### src/rtl/led_bank_arbiter_if.sv
// rtl/led_bank_arbiter_if.sv - source/arbiter signal bundle for the shared LED bank
interface led_bank_arbiter_if;
  logic [2:0] req;
  logic [2:0] rel;
  logic [3:0] pat0;
  logic [3:0] pat1;
  logic [3:0] pat2;
  logic [2:0] gnt;
  logic [1:0] owner;
  logic [3:0] LED;
  logic       tick;

  modport master (
    output req, rel, pat0, pat1, pat2,
    input  gnt, owner, LED, tick
  );

  modport slave (
    input  req, rel, pat0, pat1, pat2,
    output gnt, owner, LED, tick
  );
endinterface

### src/rtl/led_bank_arbiter.sv
// rtl/led_bank_arbiter.sv - round-robin LED bank arbiter with min/max hold and tick prescaler
// Define LED_ARB_BLANK_EN to blank the bank (GAP state) for up to one tick between owners.
module led_bank_arbiter #(
  parameter int TICK_DIV = 13500000,
  parameter int MIN_HOLD = 2,
  parameter int MAX_HOLD = 8
) (
  input logic               clk,
  input logic               rst,
  led_bank_arbiter_if.slave bus
);
  localparam int CW = (TICK_DIV > 1) ? $clog2(TICK_DIV) : 1;
  localparam int HW = $clog2(MAX_HOLD + 1);
  localparam logic [CW-1:0] TICK_LAST = CW'(TICK_DIV - 1);
  localparam logic [HW-1:0] HOLD_MIN  = HW'(MIN_HOLD);
  localparam logic [HW-1:0] HOLD_MAX  = HW'(MAX_HOLD);

  typedef enum logic [1:0] {S_IDLE, S_OWNED, S_GAP} state_t;

  state_t        state_q, state_d;
  logic [CW-1:0] pre_q, pre_d;
  logic          tick_q, tick_d;
  logic [HW-1:0] hold_q, hold_d;
  logic          rel_pend_q, rel_pend_d;
  logic [1:0]    last_q, last_d;
  logic [3:0]    led_q, led_d;

  logic [HW-1:0] hold_next;
  logic [3:0]    owner_pat;
  logic [2:0]    owner_oh;
  logic [1:0]    cand1, cand2, pick;
  logic          pick_valid;
  logic          want_rel, competitor, do_release;

  always_ff @(posedge clk or posedge rst) begin
    if (rst) begin
      state_q    <= S_IDLE;
      pre_q      <= '0;
      tick_q     <= 1'b0;
      hold_q     <= '0;
      rel_pend_q <= 1'b0;
      last_q     <= 2'd2;
      led_q      <= 4'h0;
    end else begin
      state_q    <= state_d;
      pre_q      <= pre_d;
      tick_q     <= tick_d;
      hold_q     <= hold_d;
      rel_pend_q <= rel_pend_d;
      last_q     <= last_d;
      led_q      <= led_d;
    end
  end

  // last_q doubles as the current owner while OWNED and as the fairness pointer otherwise
  always_comb begin
    owner_oh  = 3'b000;
    owner_pat = 4'h0;
    case (last_q)
      2'd0: begin owner_oh = 3'b001; owner_pat = bus.pat0; end
      2'd1: begin owner_oh = 3'b010; owner_pat = bus.pat1; end
      2'd2: begin owner_oh = 3'b100; owner_pat = bus.pat2; end
      default: begin owner_oh = 3'b000; owner_pat = 4'h0; end
    endcase
  end

  always_comb begin
    cand1      = (last_q == 2'd2) ? 2'd0 : last_q + 2'd1;
    cand2      = (last_q == 2'd0) ? 2'd2 : last_q - 2'd1;
    pick       = last_q;
    pick_valid = 1'b1;
    if (bus.req[cand1])       pick = cand1;
    else if (bus.req[cand2])  pick = cand2;
    else if (bus.req[last_q]) pick = last_q;
    else                      pick_valid = 1'b0;
  end

  // Release decisions look at the post-tick hold count so same-edge ticks count
  always_comb begin
    hold_next  = (tick_q && (hold_q != HOLD_MAX)) ? hold_q + 1'b1 : hold_q;
    want_rel   = bus.rel[last_q] | ~bus.req[last_q] | rel_pend_q;
    competitor = |(bus.req & ~owner_oh);
    do_release = (want_rel && (hold_next >= HOLD_MIN)) ||
                 ((hold_next == HOLD_MAX) && competitor);
  end

  always_comb begin
    pre_d      = (pre_q == TICK_LAST) ? '0 : pre_q + 1'b1;
    tick_d     = (pre_q == TICK_LAST);
    state_d    = state_q;
    hold_d     = hold_q;
    rel_pend_d = rel_pend_q;
    last_d     = last_q;
    led_d      = led_q;
    case (state_q)
      S_IDLE: begin
        if (pick_valid) begin
          state_d = S_OWNED;
          last_d  = pick;
          hold_d  = '0;
        end
      end
      S_OWNED: begin
        led_d  = owner_pat;
        hold_d = hold_next;
        if (do_release) begin
          rel_pend_d = 1'b0;
`ifdef LED_ARB_BLANK_EN
          state_d    = S_GAP;
`else
          state_d    = S_IDLE;
`endif
        end else if (want_rel) begin
          rel_pend_d = 1'b1;
        end
      end
`ifdef LED_ARB_BLANK_EN
      S_GAP: begin
        led_d = 4'h0;
        if (tick_q) state_d = S_IDLE;
      end
`endif
      default: state_d = S_IDLE;
    endcase
  end

  always_comb begin
    bus.gnt   = (state_q == S_OWNED) ? owner_oh : 3'b000;
    bus.owner = (state_q == S_OWNED) ? last_q : 2'b11;
    bus.LED   = led_q;
    bus.tick  = tick_q;
  end
endmodule

### src/flat_wrapper.sv
// flat-port wrapper written by rule: the top's interface ports become plain ports
module led_bank_arbiter_flat 
#(
  parameter int TICK_DIV = 13500000,
  parameter int MIN_HOLD = 2,
  parameter int MAX_HOLD = 8
)
  (clk, rst, bus_req, bus_rel, bus_pat0, bus_pat1, bus_pat2, bus_gnt, bus_owner, bus_LED, bus_tick);
  led_bank_arbiter_if bus_i ();
  input logic clk;
  input logic rst;
  input wire logic [$bits(bus_i.req)-1:0] bus_req;
  input wire logic [$bits(bus_i.rel)-1:0] bus_rel;
  input wire logic [$bits(bus_i.pat0)-1:0] bus_pat0;
  input wire logic [$bits(bus_i.pat1)-1:0] bus_pat1;
  input wire logic [$bits(bus_i.pat2)-1:0] bus_pat2;
  output wire logic [$bits(bus_i.gnt)-1:0] bus_gnt;
  output wire logic [$bits(bus_i.owner)-1:0] bus_owner;
  output wire logic [$bits(bus_i.LED)-1:0] bus_LED;
  output wire logic [$bits(bus_i.tick)-1:0] bus_tick;
  assign bus_i.req = bus_req;
  assign bus_i.rel = bus_rel;
  assign bus_i.pat0 = bus_pat0;
  assign bus_i.pat1 = bus_pat1;
  assign bus_i.pat2 = bus_pat2;
  assign bus_gnt = bus_i.gnt;
  assign bus_owner = bus_i.owner;
  assign bus_LED = bus_i.LED;
  assign bus_tick = bus_i.tick;
  led_bank_arbiter #(.TICK_DIV(TICK_DIV), .MIN_HOLD(MIN_HOLD), .MAX_HOLD(MAX_HOLD)) u_core (.clk(clk), .rst(rst), .bus(bus_i));
endmodule
### config.mk
export PLATFORM = sky130hd
export DESIGN_NAME = led_bank_arbiter_flat
export DESIGN_NICKNAME = d
export VERILOG_FILES = /design/src/rtl/led_bank_arbiter_if.sv /design/src/rtl/led_bank_arbiter.sv /design/src/flat_wrapper.sv
export SDC_FILE = /design/constraint.sdc
export NUM_CORES = 1
export LEC_CHECK = 0
export BUFFER_PORTS_ARGS = -buffer_cell sky130_fd_sc_hd__buf_2
export CAP_MARGIN = 20
export CORE_ASPECT_RATIO = 1.1
export CORE_UTILIZATION = 61
export DETAILED_ROUTE_END_ITERATION = 10
export PLACE_DENSITY = 0.84
export SETUP_SLACK_MARGIN = 0.02
export SLEW_MARGIN = 20
export SYNTH_ARGS = -nofsm -noshare
export SYNTH_HDL_FRONTEND = slang
export SYNTH_SLANG_ARGS = --single-unit
### constraint.sdc
create_clock -name clk -period 4.89 [get_ports clk]
set_clock_uncertainty 0.2 [all_clocks]
set_input_delay 0.978 -clock clk [delete_from_list [all_inputs] [get_ports clk]]
set_output_delay 0.978 -clock clk [all_outputs]
set_load 0.05 [all_outputs]
======== Word level (Yosys, flattened, before mapping) ========
Cells that the tools add are included.
operators by class
  bitwise gates (word level) .............. 5
  div/mod/pow operators ................... 0
  multiplexer cells ....................... 28
  multipliers ............................. 0
  reduce and logical (&&, ||, !) cells .... 14
  equality and inequality tests ........... 8
  shift operators ......................... 0
  order comparisons ....................... 4
  $add $sub $neg .......................... 4
operators with widths
  operator                                                                count
  24-bit by 1-bit adder with 24-bit output (second input constant)        1
  24-bit equality test (second input constant)                            1
  24-bit 2-to-1 mux                                                       1
  2-bit 2-to-1 mux                                                        7
  4-bit case mux with 3 select lines                                      1
  2-bit by 3-bit < comparator with 1-bit output (second input constant)   3
  1-bit 2-to-1 mux                                                        9
  3-bit case mux with 3 select lines                                      1
  1-bit binary-select mux with 2-bit select                               4
  4-bit 2-to-1 mux                                                        2
  4-bit case mux with 2 select lines                                      1
  2-bit AND reduction                                                     3
  2-bit nonzero test                                                      3
  4-bit by 1-bit adder with 4-bit output (second input constant)          1
  2-bit by 1-bit equality test with 1-bit output (second input constant)  2
  4-bit equality test (second input constant)                             1
  4-bit by 2-bit >= comparator with 1-bit output (second input constant)  1
  2-bit logical NOT                                                       2
  2-bit by 1-bit != test with 1-bit output (second input constant)        2
  4-bit != test (second input constant)                                   1
  2-bit case mux with 2 select lines                                      1
  3-bit AND                                                               1
  1-bit logical AND                                                       3
  3-bit 2-to-1 mux                                                        1
  other kinds (9)                                                         10
storage, ports and cells
  memory bits (read-only) ................. 0
  bits in registers ....................... 38
  latch bits .............................. 0
  word-level logic and storage cells ...... 70
  RAM bits ................................ 0
  bits of input ports ..................... 20
  output and inout bits ................... 10
  memories kept ........................... 0

======== Logic depth before layout (Yosys ltp) ========
  word-level depth ........................ 9
  depth in mapped cells ................... 7
  depth with buffers taken out ............ 6

======== Worst setup path before layout ========
Ideal clock, no wire load.
  kind .................................... register to output
  start ................................... register u_core.last_q[1]
  end ..................................... output port bus_gnt[2]
  data arrival time ....................... 1.410 ns
  path buffers ............................ 1
  cell stages (with the launch flop) ...... 4
  data required time ...................... 3.712 ns
  slack ................................... 2.302 ns
  cells stage by stage .................... dfstp_2 -> ha_1 -> clkbuf_1 -> and2_1
on the way
  longest elaborated chain between the ends .. 3
  elaborated cells on any way between the ends .. 5
  those cells by class .................... 2 x eq/ne; 2 x mux; 1 x reduce/logical
RTL lines
  item                                               line                     RTL
  start, declared                                    led_bank_arbiter.sv:25   logic [1:0] last_q, last_d;
  start signal, assigned                             led_bank_arbiter.sv:50   last_q <= last_d;
  2-bit equality test, or another cell as far along  led_bank_arbiter.sv:59   case (last_q)
  3-bit case mux with 3 select lines *               led_bank_arbiter.sv:59
  3-bit 2-to-1 mux *                                 led_bank_arbiter.sv:128  bus.gnt = (state_q == S_OWNED) ? owner_oh : 3'b000;
  end, declared                                      flat_wrapper.sv:17       output wire logic [$bits(bus_i.gnt)-1:0] bus_gnt;
Every way passes the cells marked *; elsewhere a longest branch is shown, timed or not.

======== Worst setup path after layout ========
  start ................................... register u_core.last_q[1]
  end ..................................... output port bus_gnt[0]
The elaborated chain is that of the path after synthesis.

==> impl_metrics.csv <==
group,metric,value,unit
drt,wire_per_inst,12.9,µm
floorplanning,die_x,58.2,µm
timing,fmax,0.343,GHz
cts,htree_levels,2,
synthesis,synth-xor-area-share,7.03,%
synthesis,syn_inst,211,
global_route,grt_overflow,0,
synthesis,synthDistinctLibCells,54,
floorplanning,die_y,63.8,µm
critical_path,worstSetupPathType,"flop to primary output",
job,maxCapViolCount,0,
placed_design,io_buffers,29,
cts,clock-root-buffer,"clkbuf_4",
cts,cts_tree,"built",
critical_path,r2r_cells,6,
timing,maxSlewHeadroom,57.9,%
floorplanning,coreArea,3330,µm²
synthesis,yosys.area_share.adder,4.14,%
layout,layout-drive-gt1-share,21.3,%
drt,post-route-drc-count,0,
synthesis,seq_area_frac_synth,43.8,%
floorplanning,std_cell_rows,22,
synthesis,synth_compound_area_share,14.1,%
timing,period_needed,2.91,ns
worst_hold_path,holdCritStartpoint,"u_core.pre_q[0]$_DFF_PP0_",
critical_path,crit_required,3.71,ns
cts,clkSinkCount,37,
power,power_density,265,nW/µm²
timing,drv_slew,0,
synthesis,ys_ff_latch,37,
critical_path,crit_fanout,8,
critical_path,timing.rr.end,"u_core.hold_q[0]$_DFFE_PP0P_",
worst_hold_path,worstHoldPathType,"flop to flop",
cts,cts_buffer_depth,2,
layout,fillers,274,
global_route,grt_pass1_vias,1620,
timing,setup_violations,0,
layout,syn2layout_area_growth,11.0,%
synthesis,synth_top_family_by_area,"simple AND/OR/NAND/NOR gates",
synthesis,ys_async_sr_fraction,100,%
cts,cts.clk_slew.worst_paths,0.09,ns
synthesis,synth_area_leader_cell,"dfrtp_1",
timing,fin_tns_setup,0,ns
cts,postCtsSetupBuffers,0,
layout,num_antenna_cells,0,
floorplanning,io_pins,30,
power,peakVddDrop,203,µV
placed_design,place_congestion,0.764,
power,p_leak,1.12,nW
timing,worst_pin_slew,0.631,ns
status,status,"finished clean",
global_route,grt_usage,23.9,%
cts,cts_buffers,5,
critical_path,r2r_setup_slack,2.49,ns
cts,hold_buffers,0,
power,finalPower,623,µW
global_route,grt_pass1_wl,6730,µm
critical_path,startpoint_type,"flop",
layout,nets,266,
synthesis,synth_area_per_cell,10.0,µm²
cts,clock_latency,0.35,ns
synthesis,ys_top_cells_by_area,"dfrtp_1 (43%), xor2_1 (5.4%), ha_1 (4.1%)",
placed_design,dpl.hpwl,2720,µm
drt,first_iter_violations,69,
cts,cts_resized,0,
global_route,antenna_found_initial,0,
synthesis,synth_most_common_cell,"dfrtp_1",
critical_path,reg2reg_from,"u_core.last_q[1]$_DFFE_PP1P_",
drt,vias_per_cell,5.71,
synthesis,synth_mux_area_share,4.31,%
floorplanning,start_util,63.6,%
drt,final_antenna_net_count,0,
drt,dr.pass1.iters,4,
synthesis,synth_area,2120,µm²
timing,rsz0062_at_grt,"false",
synthesis,synth_ff_type,"dfrtp_1",
worst_hold_path,hold_depth,1,
timing,finalHoldViolations,0,
synthesis,synthTopCellsByCount,"dfrtp_1 (36), inv_1 (16), nor2_1 (13), xor2_1 (13)",
synthesis,synth_fp_nets,238,
synthesis,synth-edff-count,0,
global_route,grt_max_degree,38,
drt,vias,1645,
worst_hold_path,hold_end,"u_core.pre_q[0]$_DFF_PP0_",
drt,wl,3700,µm
floorplanning,fp.dieArea,3710,µm²
synthesis,synth-simple-area-share,21.2,%
synthesis,yosys.area.top_type_share,42.6,%
timing,fin_crit_sh,59.6,%
synthesis,synth_warnings,0,
critical_path,end_kind,"primary output",
critical_path,crit_arrival,1.74,ns
## kinds of logic after synthesis
logic type      Yosys count
mux                       9
simple gates             74
xor+xnor                 17
flops                    37
buf+inv                  26
fa+ha+maj                 7
compound gates           41
## per-stage QoR
step	setup WS, ns	hold slack (ns)	utilization (%)	cells	area [µm²]
after CTS	1.96	0.285	70.5	288	2350
after floorplan	2.30	0.248	-	211	2120
after global placement	2.38	0.274	68.4	280	2280
after detailed placement	2.35	0.271	68.4	280	2280
final	1.98	0.282	70.5	288	2350
after global routing	1.88	0.316	70.5	288	2350
## worst max path at each step
| stage | from | slack, ns | depth (start not counted) | to |
|---|---|---|---|---|
| after floorplan | u_core.last_q[1]$_DFFE_PP1P_ | 2.30 | 3 | bus_gnt[2] |
| after global placement | u_core.last_q[1]$_DFFE_PP1P_ | 2.38 | 4 | bus_gnt[0] |
| after detailed placement | u_core.last_q[1]$_DFFE_PP1P_ | 2.35 | 4 | bus_gnt[0] |
| after CTS | u_core.last_q[1]$_DFFE_PP1P_ | 1.96 | 4 | bus_gnt[0] |
| after global routing | u_core.last_q[1]$_DFFE_PP1P_ | 1.88 | 4 | bus_gnt[0] |
| final | u_core.last_q[1]$_DFFE_PP1P_ | 1.98 | 4 | bus_gnt[0] |
## area by class of cell
type	count	area (µm²)	share of cell area (%)
multi-input cells	148	1080	45.8
repair buffers	30	153	6.50
clock buffers	7	65.1	2.77
inverters	17	63.8	2.72
flip-flops and latches	37	927	39.5
clock inverters	1	5.00	0.213
well taps	48	60.1	2.56
## flip-flops by register name (all words and copies together), names as in the netlist
signal,flops
u_core.bus.LED,4
u_core.last_q,2
u_core.rel_pend_q,1
u_core.bus.tick,1
u_core.state_q,1
u_core.pre_q,24
u_core.hold_q,4
## report_power, final
part	switching [mW]	leakage, nW	total [mW]	internal [mW]
sequential	0.00759	0.482	0.322	0.315
clock	0.0937	0.0413	0.177	0.0833
combinational	0.0834	0.593	0.123	0.0399
total	0.185	1.12	0.623	0.438
## cells in the final DEF (no fill, tap or decap), types with 2 or more instances in the layout
cell type / synthesis / layout
a222oi_1: 5 / 5
or3_1: 3 / 3
nand2_1: 11 / 11
clkbuf_4: 0 / 5
or4_1: 3 / 3
nand3b_1: 2 / 2
nand2b_1: 2 / 2
nor2_1: 13 / 13
o22a_1: 2 / 2
nand4_1: 11 / 11
ha_1: 7 / 7
and4_1: 4 / 4
buf_2: 0 / 29
a21o_1: 2 / 2
xor2_1: 13 / 13
xnor2_1: 4 / 4
nor2b_1: 2 / 2
o31ai_1: 3 / 3
o21ai_0: 6 / 6
o22ai_1: 5 / 5
a211o_1: 3 / 3
a21oi_1: 6 / 6
clkbuf_8: 0 / 2
a22o_1: 2 / 2
dfrtp_1: 36 / 36
nand3_1: 5 / 5
mux2i_1: 8 / 8
nor3_1: 2 / 2
inv_1: 16 / 16
and2_1: 3 / 3
## worst max-delay path: stages (launching register included)
cell	delay, ns
dfstp_2	0.63
inv_1	0.10
ha_1	0.28
and2_1	0.18
buf_2	0.20
## layer usage
metal | up-vias | global-route usage, % | wire (µm) | share of wire (%)
li1 | 824 | - | - | -
met1 | 784 | 29.0 | 1660 | 45
met2 | 32 | 40.1 | 1840 | 50
met3 | 5 | 6.07 | 133 | 3.6
met4 | 0 | 9.82 | 71 | 1.9
met5 | - | 0 | 0 | 0
No activity file was read; power rests on OpenSTA's default activity.
